**src/rtl/control_sequencer.sv**
```systemverilog
// Hardwired Mini SRC control unit: fetch/decode/execute sequencer that drives
// every datapath control input from its state and the IR contents.
module control_sequencer #(
   parameter logic [4:0] BDS_HI  = 5'd16,
   parameter logic [4:0] BDS_LO  = 5'd17,
   parameter logic [4:0] BDS_ZHI = 5'd18,
   parameter logic [4:0] BDS_ZLO = 5'd19,
   parameter logic [4:0] BDS_PC  = 5'd20,
   parameter logic [4:0] BDS_MDR = 5'd21
) (
   input  logic        clock,
   input  logic        clear,
   input  logic [31:0] IR_in,
   input  logic        mem_rdy,
   output logic [4:0]  BusDataSelect,
   output logic [3:0]  GP_addr,
   output logic        e_PC,
   output logic        e_IR,
   output logic        e_Y,
   output logic        e_Z,
   output logic        e_HI,
   output logic        e_LO,
   output logic        e_MDR,
   output logic        e_MAR,
   output logic        e_GP,
   output logic        incPC,
   output logic        MDR_read,
   output logic [3:0]  ALU_op,
   output logic        mem_read,
   output logic        run,
   output logic        illegal,
   output logic [3:0]  state_out
);

   typedef enum logic [3:0] {
      S_RST  = 4'd0,
      S_T0   = 4'd1,
      S_T1   = 4'd2,
      S_T2   = 4'd3,
      S_T3   = 4'd4,
      S_T4   = 4'd5,
      S_T5   = 4'd6,
      S_T6   = 4'd7,
      S_HALT = 4'd8
   } state_t;

   state_t     state_q, state_d;
   logic       illegal_q, illegal_d;

   logic [4:0] opcode;
   logic [3:0] ra, rb, rc;
   logic       is_alu, is_md, is_nop, is_halt;
   logic [3:0] alu_dec;

   // HI/LO bus codes belong to the datapath map but no state here sources them.
   logic [24:0] unused_bits;
   assign unused_bits = {IR_in[14:0], BDS_HI, BDS_LO};

   assign opcode = IR_in[31:27];
   assign ra     = IR_in[26:23];
   assign rb     = IR_in[22:19];
   assign rc     = IR_in[18:15];

   always_comb begin
      is_alu  = 1'b0;
      is_md   = 1'b0;
      is_nop  = 1'b0;
      is_halt = 1'b0;
      alu_dec = 4'b0000;
      case (opcode)
         5'b00000: begin is_alu = 1'b1; alu_dec = 4'b0000; end
         5'b00001: begin is_alu = 1'b1; alu_dec = 4'b0001; end
         5'b00010: begin is_alu = 1'b1; alu_dec = 4'b0010; end
         5'b00011: begin is_alu = 1'b1; alu_dec = 4'b0011; end
         5'b00100: begin is_alu = 1'b1; alu_dec = 4'b0110; end
         5'b00101: begin is_alu = 1'b1; alu_dec = 4'b1001; end
         5'b00110: begin is_alu = 1'b1; alu_dec = 4'b1010; end
         5'b00111: begin is_alu = 1'b1; alu_dec = 4'b0111; end
         5'b01000: begin is_md  = 1'b1; alu_dec = 4'b0100; end
         5'b01001: begin is_md  = 1'b1; alu_dec = 4'b0101; end
         5'b11010: is_nop  = 1'b1;
         5'b11011: is_halt = 1'b1;
         default:  ;
      endcase
   end

   always_ff @(posedge clock) begin
      if (clear) begin
         state_q   <= S_RST;
         illegal_q <= 1'b0;
      end else begin
         state_q   <= state_d;
         illegal_q <= illegal_d;
      end
   end

   always_comb begin
      state_d       = state_q;
      illegal_d     = illegal_q;
      BusDataSelect = 5'd0;
      GP_addr       = 4'd0;
      e_PC          = 1'b0;
      e_IR          = 1'b0;
      e_Y           = 1'b0;
      e_Z           = 1'b0;
      e_HI          = 1'b0;
      e_LO          = 1'b0;
      e_MDR         = 1'b0;
      e_MAR         = 1'b0;
      e_GP          = 1'b0;
      incPC         = 1'b0;
      MDR_read      = 1'b0;
      ALU_op        = 4'b0000;
      mem_read      = 1'b0;
      run           = 1'b1;
      case (state_q)
         S_RST: begin
            run     = 1'b0;
            state_d = S_T0;
         end
         S_T0: begin
            BusDataSelect = BDS_PC;
            e_MAR         = 1'b1;
            incPC         = 1'b1;
            e_Z           = 1'b1;
            state_d       = S_T1;
         end
         // PC reload every wait cycle is harmless: Z still holds PC+1.
         S_T1: begin
            BusDataSelect = BDS_ZLO;
            e_PC          = 1'b1;
            mem_read      = 1'b1;
            MDR_read      = 1'b1;
            e_MDR         = 1'b1;
            if (mem_rdy) state_d = S_T2;
         end
         S_T2: begin
            BusDataSelect = BDS_MDR;
            e_IR          = 1'b1;
            state_d       = S_T3;
         end
         S_T3: begin
            if (is_alu || is_md) begin
               BusDataSelect = is_md ? {1'b0, ra} : {1'b0, rb};
               e_Y           = 1'b1;
               state_d       = S_T4;
            end else if (is_nop) begin
               state_d = S_T0;
            end else if (is_halt) begin
               state_d = S_HALT;
            end else begin
               illegal_d = 1'b1;
               state_d   = S_T0;
            end
         end
         S_T4: begin
            BusDataSelect = is_md ? {1'b0, rb} : {1'b0, rc};
            ALU_op        = alu_dec;
            e_Z           = 1'b1;
            state_d       = S_T5;
         end
         S_T5: begin
            BusDataSelect = BDS_ZLO;
            if (is_md) begin
               e_LO    = 1'b1;
               state_d = S_T6;
            end else begin
               GP_addr = ra;
               e_GP    = 1'b1;
               state_d = S_T0;
            end
         end
         S_T6: begin
            BusDataSelect = BDS_ZHI;
            e_HI          = 1'b1;
            state_d       = S_T0;
         end
         S_HALT: begin
            run = 1'b0;
         end
         default: begin
            run     = 1'b0;
            state_d = S_RST;
         end
      endcase
   end

   assign illegal   = illegal_q;
   assign state_out = state_q;

endmodule

```
**config.mk**
```make
export PLATFORM = sky130hd
export DESIGN_NAME = control_sequencer
export DESIGN_NICKNAME = d
export VERILOG_FILES = /design/src/rtl/control_sequencer.sv
export SDC_FILE = /design/constraint.sdc
export NUM_CORES = 1
export LEC_CHECK = 0
export CAP_MARGIN = 20
export CORE_MARGIN = 5
export CORE_UTILIZATION = 32
export DETAILED_ROUTE_END_ITERATION = 10
export HOLD_SLACK_MARGIN = 0.06
export PLACE_DENSITY = 0.91
export SLEW_MARGIN = 30
export SYNTH_ARGS = -nofsm -noshare
export SYNTH_HDL_FRONTEND = slang
export SYNTH_SLANG_ARGS = --single-unit
```
**constraint.sdc**
```tcl
create_clock -name clock -period 3.55 [get_ports clock]
set_clock_uncertainty 0.1 [all_clocks]
set_input_delay 0.71 -clock clock [delete_from_list [all_inputs] [get_ports clock]]
set_output_delay 0.71 -clock clock [all_outputs]
set_load 0.1 [all_outputs]
```
==> impl_metrics.json <==
{
  "status": "finished, final reports clean",
  "ys_seq_elements": 5,
  "power_mw": 0.399,
  "synth_fa_ha_area_frac": 0,
  "routedWlPerCell_um": 14.2,
  "cts_resized": 0,
  "clk_latency_ns": 0.24,
  "die_height_um": 56.8,
  "synthTopCellsByCount": "15 x nor2_1, 7 x mux2i_1, 6 x nor3_1",
  "slowest_stage": "clkdlybuf4s50_1",
  "grt_usage": 0.148,
  "grt_max_degree": 17,
  "globalRoute.totalOverflow": 0,
  "criticalPathCategory": "input pin to output port",
  "final_util": 0.646,
  "p_leak_nw": 0.561,
  "dp.cells": 166,
  "path_max_fanout": 9,
  "yosysTopAreaCell": "dfxtp_1",
  "hpwlAfterDp_um": 1990,
  "reg2reg_depth": 4,
  "syn_to_final_growth_pct": 97.7,
  "synth_top_area_share": 0.143,
  "drv_slew": 0,
  "endpoint": "BusDataSelect[0]",
  "placed_area_mm2": 0.00136,
  "dominantRegCellSynth": "dfxtp_1",
  "nets": 178,
  "post_cts_buffers": 0,
  "vias_per_cell": 5.16,
  "drtAntennaViolNets": 0,
  "drv_cap": 0,
  "synth_top_family_by_area": "simple AND/OR/NAND/NOR gates",
  "cts_hold_buffers": 0,
  "seq_area_frac_synth": 0.143,
  "min_period_ns": 3.39,
  "worstPathRequired_ns": 2.74,
  "grt_antenna_before_repair": 0,
  "finalCritPeriodShare": 0.954,
  "hold_viol_final": 0,
  "synth.area.top_cells": "dfxtp_1 14%, mux2i_1 10%, nor2_1 8.0%, buf_4 5.3%, nor3_1 4.3%",
  "worstPathArrival_ns": 2.58,
  "cts_max_level": 1,
  "pre_cts_ws_ns": 0.170,
  "dieArea_mm2": 0.00323,
  "r2r-end": "state_out[2]$_SDFFE_PP0P_",
  "muxShareOfSynthArea": 0.0998,
  "cts-buffers-inserted": 3,
  "critical-path-max-stage-delay_ns": 0.53,
  "yosysUniqueCellTypes": 40,
  "wirelength_um": 2410,
  "fin_ws_ns": 0.164,
  "slew_headroom": 0.588,
  "avgSynthCellArea_um2": 7.16,
  "stdcell_area_mm2": 0.00139,
  "ys_warn_count": 0,
  "rrSetupSlack_ns": 1.66,
  "cp-startpoint": "IR_in[29]",
  "coreArea_mm2": 0.00215,
  "async_reset_ff_frac": 0,
  "setup_viol": 0,
  "synth_cells": 98,
  "antennaDiodeCount": 0,
  "clock_sinks": 5,
  "start_util": 0.327,
  "rsz0062_at_grt": "false",
  "grt_pass1_vias": 833,
  "hold_ws_ns": 0.401,
  "cts_tree": "built",
  "via_count": 877,
  "worstMarginPinSlew_ns": 0.618,
  "synth-edff-count": 0,
  "synth-compound-area-share": 0.205,
  "io_buffers": 50,
  "irDropWorstVdd_mv": 0.265,
  "r2r-start": "state_out[1]$_SDFFE_PP0P_",
  "powerDensity_mw_per_mm2": 287,
  "start_kind": "input pin",
  "clockBufferDepth": 2,
  "fin_tns_setup_ns": 0,
  "path_clk_slew_ns": 0.05,
  "drive_gt1_frac": 0.408,
  "yosysMostFrequentCell": "nor2_1",
  "synth.cell_area_um2": 702,
  "synth_nets": 133,
  "synth-simple-area-share": 0.390,
  "io_pins": 66,
  "timing.fmax_ghz": 0.295,
  "rows": 17,
  "instances_no_fill": 170,
  "drt_iter0_markers": 29,
  "cp-end-kind": "output port",
  "synth_xor_area_frac": 0.0250,
  "first_pass_iters": 4,
  "post-route-drc-count": 0,
  "root_buffer": "clkbuf_4",
  "die_w_um": 56.8,
  "worstPathCellList": "clkdlybuf4s50_1 -> nor4b_2 -> buf_4 -> mux2i_1 -> o22ai_1 -> or2_1 -> buf_12",
  "grt_pass1_wl_um": 3850,
  "holdCritPathClass": "flip-flop to flip-flop",
  "place_congestion": 0.818
}
-- placed cells by master (no fill, tap or decap), types with 4 or more instances in the layout --
| cell | count |
|---|---|
| nor2_1 | 10 |
| and2_2 | 4 |
| inv_1 | 4 |
| buf_12 | 15 |
| clkdlybuf4s50_1 | 19 |
| mux2i_1 | 7 |
| buf_4 | 19 |
| dfxtp_1 | 5 |
| nand2_1 | 5 |
| nor3_1 | 4 |
-- power by group --
| part | internal, mW | total, mW | switching [mW] |
|---|---|---|---|
| registers | 0.0592 | 0.0705 | 0.0112 |
| logic | 0.0755 | 0.262 | 0.186 |
| clock network | 0.0409 | 0.0663 | 0.0254 |
| total | 0.176 | 0.399 | 0.223 |
-- sequential cells by signal, indices dropped and copies added, names as in the netlist --
signal and cells:
illegal 1, state_out 4
-- cells by family (layout without fill, tap and decap cells) --
group,count (synthesis),count (layout)
DFF,5,5
xor gates and xnor gates,2,2
buffers and inverters,17,61
AOI/OAI and AO/OA,20,20
and+or+nand+nor,47,47
muxes,7,7
-- metal layers --
layer,wire (um),GRT usage,vias up,share of wire
li1,-,-,436,-
met2,1310,0.262,27,0.54
met5,0,0,-,0
met4,0,0.0497,0,0
met3,134,0.0368,0,0.056
met1,964,0.170,414,0.40
-- layout make-up --
type | count | area (um^2)
clock inverter | 1 | 5.00
tap | 28 | 35.0
multi-input combinational | 76 | 577
clock buffer | 3 | 22.5
inverter | 4 | 15.0
timing repair buffer | 53 | 633
fill | 177 | 761
sequential | 5 | 100
-- worst min path at each step --
stage / depth (start not counted) / to / from / slack (ns)
after floorplan: 1 / illegal$_SDFFE_PP0P_ / clear / 0.68
after global placement: 2 / illegal$_SDFFE_PP0P_ / illegal$_SDFFE_PP0P_ / 0.36
after detailed placement: 2 / illegal$_SDFFE_PP0P_ / illegal$_SDFFE_PP0P_ / 0.38
after CTS: 2 / illegal$_SDFFE_PP0P_ / illegal$_SDFFE_PP0P_ / 0.40
after global routing: 2 / illegal$_SDFFE_PP0P_ / illegal$_SDFFE_PP0P_ / 0.45
final: 2 / illegal$_SDFFE_PP0P_ / illegal$_SDFFE_PP0P_ / 0.40
-- worst max-delay path, delay by kind of cell --
kind / cells / cell delay, ns
AND/OR/NAND/NOR: 2 / 0.58
buffers and inverters: 3 / 0.93
AO/OA/AOI/OAI: 1 / 0.12
multiplexers: 1 / 0.22
Note: power is estimated with default switching activity, not from simulation.
